<file path="src/rtl/exmem_lsu.sv">
// rtl/exmem_lsu.sv - EX/MEM load/store unit: lane-select operand forwarding, dmem port and load-wait FSM.
// Optional stall-cycle performance counter enabled by defining EXMEM_LSU_PERF_EN.
module exmem_lsu #(
  parameter int DATA_W  = 64,
  parameter int ADDR_W  = 16,
  parameter int MEM_LAT = 2
) (
  input  logic              clk,
  input  logic              reset,
  input  logic [DATA_W-1:0] rA_data,
  input  logic [DATA_W-1:0] rB_data,
  input  logic              fwd_rA,
  input  logic              fwd_rB,
  input  logic [DATA_W-1:0] wb_data,
  input  logic [2:0]        wb_ppp,
  input  logic              wr_en,
  input  logic              mem_en,
  input  logic              mem_wr_en,
  input  logic [ADDR_W-1:0] imm_addr,
  input  logic              flush,
  output logic [DATA_W-1:0] alu_a,
  output logic [DATA_W-1:0] alu_b,
  output logic [ADDR_W-1:0] mem_addr,
  output logic [DATA_W-1:0] mem_wdata,
  output logic              mem_req,
  output logic              mem_we,
  output logic              stall,
  output logic              rd_sel,
  output logic              busy
`ifdef EXMEM_LSU_PERF_EN
  ,
  output logic [31:0]       stall_cycles
`endif
);

  localparam int H  = DATA_W / 2;
  localparam int NB = DATA_W / 8;

  localparam logic [0:0] S_IDLE = 1'b0;
  localparam logic [0:0] S_WAIT = 1'b1;

  localparam logic [3:0] LAT = 4'(MEM_LAT);

  logic [0:0]        state_q, state_d;
  logic [3:0]        cnt_q, cnt_d;
  logic [DATA_W-1:0] lane_mask;
  logic              is_load;
  logic              is_store;

  // Bit 0 is the MSB: "bits 0..H-1" is the upper half, byte 0 the most significant byte.
  always_comb begin
    lane_mask = '0;
    case (wb_ppp)
      3'b000: lane_mask = '1;
      3'b001: lane_mask = {{H{1'b1}}, {H{1'b0}}};
      3'b010: lane_mask = {{H{1'b0}}, {H{1'b1}}};
      3'b011: begin
        for (int b = 0; b < NB; b++) begin
          if ((b % 2) == 0) lane_mask[DATA_W-1-8*b -: 8] = 8'hFF;
        end
      end
      3'b100: begin
        for (int b = 0; b < NB; b++) begin
          if ((b % 2) == 1) lane_mask[DATA_W-1-8*b -: 8] = 8'hFF;
        end
      end
      default: lane_mask = '0;
    endcase
  end

  assign alu_a = fwd_rA ? ((rA_data & ~lane_mask) | (wb_data & lane_mask)) : rA_data;
  assign alu_b = fwd_rB ? ((rB_data & ~lane_mask) | (wb_data & lane_mask)) : rB_data;

  assign mem_wdata = alu_b;
  assign mem_addr  = imm_addr;

  assign is_load  = mem_en & wr_en & ~mem_wr_en;
  assign is_store = mem_en & mem_wr_en;

  // Reset is folded into the output decode so reset and flush give the same cycle.
  always_comb begin
    state_d = state_q;
    cnt_d   = cnt_q;
    stall   = 1'b0;
    mem_req = 1'b0;
    mem_we  = 1'b0;
    rd_sel  = 1'b0;
    if (reset || flush) begin
      state_d = S_IDLE;
      cnt_d   = 4'd0;
    end else begin
      case (state_q)
        S_IDLE: begin
          if (is_load) begin
            stall   = 1'b1;
            mem_req = 1'b1;
            rd_sel  = 1'b1;
            state_d = S_WAIT;
            cnt_d   = 4'd1;
          end else if (is_store) begin
            mem_req = 1'b1;
            mem_we  = 1'b1;
          end
        end
        S_WAIT: begin
          mem_req = 1'b1;
          rd_sel  = 1'b1;
          if (cnt_q == LAT) begin
            state_d = S_IDLE;
            cnt_d   = 4'd0;
          end else begin
            stall = 1'b1;
            cnt_d = cnt_q + 4'd1;
          end
        end
        default: begin
          state_d = S_IDLE;
          cnt_d   = 4'd0;
        end
      endcase
    end
  end

  always_ff @(posedge clk) begin
    if (reset) begin
      state_q <= S_IDLE;
      cnt_q   <= 4'd0;
    end else begin
      state_q <= state_d;
      cnt_q   <= cnt_d;
    end
  end

  assign busy = (state_q == S_WAIT);

`ifdef EXMEM_LSU_PERF_EN
  logic [31:0] stall_cycles_q;

  always_ff @(posedge clk) begin
    if (reset) begin
      stall_cycles_q <= 32'd0;
    end else if (stall && (stall_cycles_q != 32'hFFFF_FFFF)) begin
      stall_cycles_q <= stall_cycles_q + 32'd1;
    end
  end

  assign stall_cycles = stall_cycles_q;
`else
  // Counter and port are absent in the default build.
`endif

endmodule

</file>
<file path="config.mk">
export PLATFORM = sky130hd
export DESIGN_NAME = exmem_lsu
export DESIGN_NICKNAME = d
export VERILOG_FILES = /design/src/rtl/exmem_lsu.sv
export SDC_FILE = /design/constraint.sdc
export NUM_CORES = 1
export LEC_CHECK = 0
export ABC_AREA = 1
export CAP_MARGIN = 40
export CORE_AREA = 2 2 166 168
export CTS_CLUSTER_DIAMETER = 50
export CTS_CLUSTER_SIZE = 40
export DETAILED_ROUTE_END_ITERATION = 16
export DIE_AREA = 0 0 168 170
export MAX_ROUTING_LAYER = met4
export PLACE_DENSITY_LB_ADDON = 0.08
export SYNTH_ARGS = -nofsm -noshare
export SYNTH_HDL_FRONTEND = slang
export SYNTH_SLANG_ARGS = --single-unit
</file>
<file path="constraint.sdc">
create_clock -name clk -period 1.1 [get_ports clk]
set_input_delay 0.165 -clock clk [delete_from_list [all_inputs] [get_ports clk]]
set_output_delay 0.165 -clock clk [all_outputs]
set_load 0.02 [all_outputs]
</file>
==> Word level (Yosys, flattened, before mapping) <==
Cells that the tools add are included.
{ "classes": {"addsub": 1, "n_eq_ne": 6, "muxes": 22, "bitwise": 11, "n_reduce_logical": 7} }
{ "ops": {"columns": ["operator", "count"], "rows": [
  ["64-bit AND", 3],
  ["64-bit 2-to-1 mux", 2],
  ["64-bit bitwise OR", 2],
  ["64-bit NOT", 1],
  ["8-bit 2-to-1 mux", 4],
  ["3-bit OR reduction", 4],
  ["1-bit 2-to-1 mux", 10],
  ["4-bit 2-to-1 mux", 2],
  ["4-bit one-hot mux with 2 select lines", 1],
  ["3-bit by 2-bit equality test with 1-bit output (second input constant)", 2],
  ["1-bit one-hot mux with 2 select lines", 3],
  ["4-bit by 1-bit adder with 4-bit output (second input constant)", 1],
  ["4-bit by 2-bit equality test with 1-bit output (second input constant)", 1],
  ["1-bit AND", 3],
  ["3-bit by 1-bit equality test with 1-bit output (second input constant)", 1],
  ["3-bit equality test (second input constant)", 1],
  ["3-bit logical NOT", 1],
  ["2-bit != test (second input constant)", 1],
  ["1-bit NOT", 2],
  ["2-bit OR reduction", 1],
  ["1-bit logical OR", 1]
]} }
{ "word_totals": {"reg_bits": 5, "inputBits": 219, "out_inout_bits": 213, "wordCells": 49} }

==> Depth between registers and ports, before layout <==
{ "depth": {"depth_word": 7, "depth_mapped": 8, "mapped_depth_nobuf": 6} }

==> Worst setup path after synthesis <==
No wires, ideal clock.
{ "synth_timing": {"kind": "input -> output", "from": "input port wb_ppp[1]", "to": "output port mem_wdata[46]", "t_arrival_ns": 1.406, "required_time_ns": 0.935, "slack_ns": -0.471, "stages": 7, "n_path_buf": 2, "path_cell_list": "inv_1 -> nor2_1 -> nor2_2 -> nand2_2 -> buf_6 -> o21ai_0 -> buf_4"} }
{ "synth_via": {"elab_chain_cells": 7, "elab_cells_between_ends": 10, "cone_classes": "2 x eq/ne; 2 x mux; 4 x bitwise; 2 x reduce/logical"} }
{ "synth_lines": {"columns": ["item", "line", "source"], "rows": [
  ["start, declared", "15", "input logic [2:0] wb_ppp,"],
  ["3-bit by 2-bit equality test with 1-bit output, or another cell as far along", "53", "case (wb_ppp)"],
  ["3-bit OR reduction (no source line) (*)", null, null],
  ["8-bit 2-to-1 mux (*)", null, null],
  ["64-bit NOT", "72", "assign alu_b = fwd_rB ? ((rB_data & ~lane_mask) | (wb_data & lane_mask)) : rB_data;"],
  ["64-bit AND", "72", null],
  ["64-bit bitwise OR (*)", "72", null],
  ["64-bit 2-to-1 mux (*)", "72", null],
  ["end, declared", "24", "output logic [DATA_W-1:0] mem_wdata,"]
]} }
Mark *: on every way between the ends. The rest lies on a longest branch, timed or not.

==> Final worst setup path <==
{ "layout_timing": {"from": "input port wb_ppp[2]", "to": "output port alu_b[50]"} }
{ "layout_via": {"elab_chain_cells": 7, "elab_cells_between_ends": 10, "cone_classes": "2 x eq/ne; 2 x mux; 4 x bitwise; 2 x reduce/logical"} }
{ "layout_lines": {"columns": ["item", "line", "source"], "rows": [
  ["3-bit by 1-bit equality test with 1-bit output, or another cell as far along", "53", null],
  ["3-bit OR reduction (no source line) (*)", null, null],
  ["8-bit 2-to-1 mux (*)", null, null],
  ["64-bit NOT", "72", null],
  ["64-bit AND", "72", null],
  ["64-bit bitwise OR (*)", "72", null],
  ["64-bit 2-to-1 mux (*)", "72", null],
  ["end, declared", "22", "output logic [DATA_W-1:0] alu_b,"]
]} }
Marked as above.

==> reports/results.txt <==
The later pin in the worst-skew pair is clocked with a latency of 0.22 ns. Sort of element at the end of the critical path: an output port. The detailed router finished its first iteration with 96 violations. Along the worst path, the maximum fanout reaches 7.

The switching share of power is 42.6%. Across the routed clock network, the largest skew measured is 0.000640 ns. Setup violations remaining at the end of the flow were counted as 197. The tools report the largest vdd supply drop as 0.339 mV. The via density per instance works out to 3.75. The run gives 4614 as the via count. The signed area change from the synthesized netlist to the final layout came out at 284%. During placement, the flow inserted port buffers numbering 399.

For the cell count after synthesis, the log shows 483. Counting the buffers created by CTS gives 3. sky130_fd_sc_hd__buf_4 takes more of the synthesized area than any other cell. In the final design database the tool counted 1112 nets. TritonCTS built the clock tree. The synthesized netlist devotes 27.8% of its cell area to compound gates.

In this run, distinct cell masters in the synthesized netlist total 20. For the number of global-route vias before repair, the log shows 4477. The tools report the maximum level of the CTS H-tree as 1. On the critical path the largest part of the delay comes from buffers and inverters. Before antenna repair, the detailed router went through 4 iterations. Summed over all nets, wire length on met2 after detailed routing comes to 11200 µm. The adder and majority cell fraction of the synthesized area works out to 1.01%. Dividing the final minimum period by the clock period gives 135%.

At the end of routability-driven placement, the weighted congestion stood at 0.789. The wire-length estimate of the detail-placed layout is 14900 µm. The worst pin sits at a relative slew slack of 76.2%. Area of the multi-input gates: 2950 µm².

The class of the worst hold path was in -> out. The area share of the largest cell type after synthesis was 25.0%; the aggregate global routing overflow was 0. The pin count of the biggest net entering global routing came out at 33.

Synthesized netlist net count: 704. Initial antenna violation count: 1. The top routing layer in use was met4.

Of the post-synthesis cell area, the part taken by muxes is 0%. The die is 168 µm wide. For this configuration, the core starts out at a cell density of 9.25%. Of the total power, combinational logic draws 86.4%. The routed metal-1 wirelength came out at 7230 µm. The final hold slack is 0.330 ns, and the quantity of hold-fixing buffers added after cts is 0. In the layout the commonest cells are 192 x sky130_fd_sc_hd__clkdlybuf4s50_1, 192 x sky130_fd_sc_hd__buf_6, 79 x sky130_fd_sc_hd__o21ai_4. The number of failing hold endpoints at the final stage came out at 0. The largest family of logic cells by synthesized area is buffers and inverters. Pin placement for this block handled 432 I/O pins. The floorplan step defined a die boundary enclosing 28600 µm². The tree is rooted in a sky130_fd_sc_hd__clkbuf_16. The cell internal power dissipation was 3.27 mW. Standard cell core area: 26700 µm².

Post-route worst setup slack: -0.383 ns. In the final layout, flip-flops and latches occupy 106 µm². The Yosys step of the flow raised 0 warnings.

The worst path needs 1.48 ns of the cycle, external delays included. The average wire length per cell after detail routing was 16.3 µm. Worst setup path category: in -> out. Total net switching power: 2.42 mW. For this run, design rule violations remaining after detail routing come to 0.

The checks that failed: negative setup slack. The power after layout was 5.69 mW; the share of cells above drive strength 1 was 61.2%. Clock tree synthesis found a total of 5 sinks. The total of fill cells in the finished design is 2740. The critical path goes through buf_12 -> buf_6 -> a21oi_4 -> nand2_4 -> buf_12 -> buf_16 -> o21ai_4 -> buf_6. The xor and xnor area share after synthesis is 0%. The run gives 20000 µm as the final wirelength. On the critical path, the stage with the largest delay is an instance of sky130_fd_sc_hd__a21oi_4. The initialized floorplan defines 60 standard-cell rows. The largest single stage delay on the critical path is 0.18 ns.

The synthesized flop and latch total is 5. The average instance in the mapped netlist occupies 5.11 µm². The run gives 4.06% as the share of synthesized area occupied by flip-flops and latches. Number of max-capacitance violations reported: 0. The run finished, with violations left. The number of max-slew violations in the final report was 0. The total global routing track utilization was 12.3%; the arrival time of the worst setup path was 1.32 ns. Counting both buffers and inverters, the worst setup path holds a total of 5.

Counting along the longest clock path gives a buffer depth of 2. The run gives 3.3% as the sequential group share of total power. The count of nets left with antenna violations after detail routing was 0. STA classifies the critical path startpoint as an input port.

By area the synthesized netlist is led by sky130_fd_sc_hd__buf_4 25%, sky130_fd_sc_hd__nand2_1 21%, sky130_fd_sc_hd__o21ai_0 20%. The run gives 4.25 nW as the leakage dissipation. The die is 170 µm tall. The transition time at the pin with the least slew margin is 0.357 ns, and the post-synthesis share of cell area spent on and, or, nand and nor gates is 26.2%. In this run the power density over the cells is 600 nW/µm². The first-pass GRT wire length is 26500 µm. The total length of routed met3 wires was 1370 µm.

The required time at the endpoint of the critical path was 0.94 ns; the area of the mapped netlist was 2470 µm². Setup repair after global routing could not meet its margin everywhere. At the end of the flow the core is filled with cells to 35.6%.

The power share of the clock group is 10.3%, and the fmax is 0.674 GHz.
synth_stat cells, drive strengths merged:
library cell	count
a21oi	8
buf	100
clkbuf	5
dfxtp	5
ha	2
inv	71
nand2	143
nand3	8
nand3b	2
nand4	1
nor2	8
nor3	1
o21ai	128
or2	1
final cells by class:
class / count / share of cell area (%)
Inverter: 71 / 2.94
Multi-Input combinational cell: 302 / 31.2
Sequential cell: 5 / 1.12
Antenna cell: 1 / 0.0264
Timing Repair Buffer: 508 / 59.4
Tap cell: 341 / 4.50
Clock buffer: 4 / 0.831
what timing repair did:
item | 4_1_cts | 5_1_grt
endpoints found under the setup margin | 198 | 200
buffers inserted | 32 | 27
pin swaps | 15 | 33
cloned | 14 | 6
gates resized for setup | 1097 | 385
registers in the layout, indices dropped and copies added (netlist names):
name   flops
busy       1
cnt_q      4
through the flow:
step / cells / area, µm² / worst slack [ns] / TNS (ns)
final: 1232 / 9480 / -0.383 / -59.63
after global routing: 1232 / 9480 / -0.423 / -67.72
after CTS: 1204 / 8400 / -0.468 / -64.05
after detailed placement: 1155 / 7360 / -1.29 / -235.46
after global placement: 1155 / 7360 / -1.27 / -234.01
after floorplan: 483 / 3410 / -0.135 / -4.52
worst paths after layout:
path,startpoint,to,slack (ns),cells after the start
worst min-delay path,imm_addr[5],mem_addr[5],0.33,0
worst max register to register,busy,cnt_q[0],0.06,6
worst min register to register,cnt_q[0],cnt_q[0],0.60,3
worst max-delay path,wb_ppp[2],alu_b[50],-0.38,8
per-layer routing:
metal / vias up / GRT usage (%)
met5: - / -
met3: 12 / 2.09
met1: 2142 / 12.9
li1: 2258 / -
met4: 0 / 2.08
met2: 202 / 24.3
power groups by stage:
stage / sequential [mW] / clock, mW / combinational [mW]
6_report: 0.185 / 0.588 / 4.92
5_1_grt: 0.185 / 0.613 / 5.17
4_1_cts: 0.187 / 0.602 / 4.38
3_5_place_dp: 0.189 / 0 / 3.94
3_3_place_gp: 0.189 / 0 / 3.95
2_1_floorplan: 0.191 / 0 / 2.17
logic make-up after synthesis:
| family | after synthesis |
|---|---|
| compound gates | 136 |
| buf+inv | 176 |
| fa+ha+maj | 2 |
| simple gates | 164 |
| flops | 5 |
Note: power is estimated with default switching activity, not from simulation.
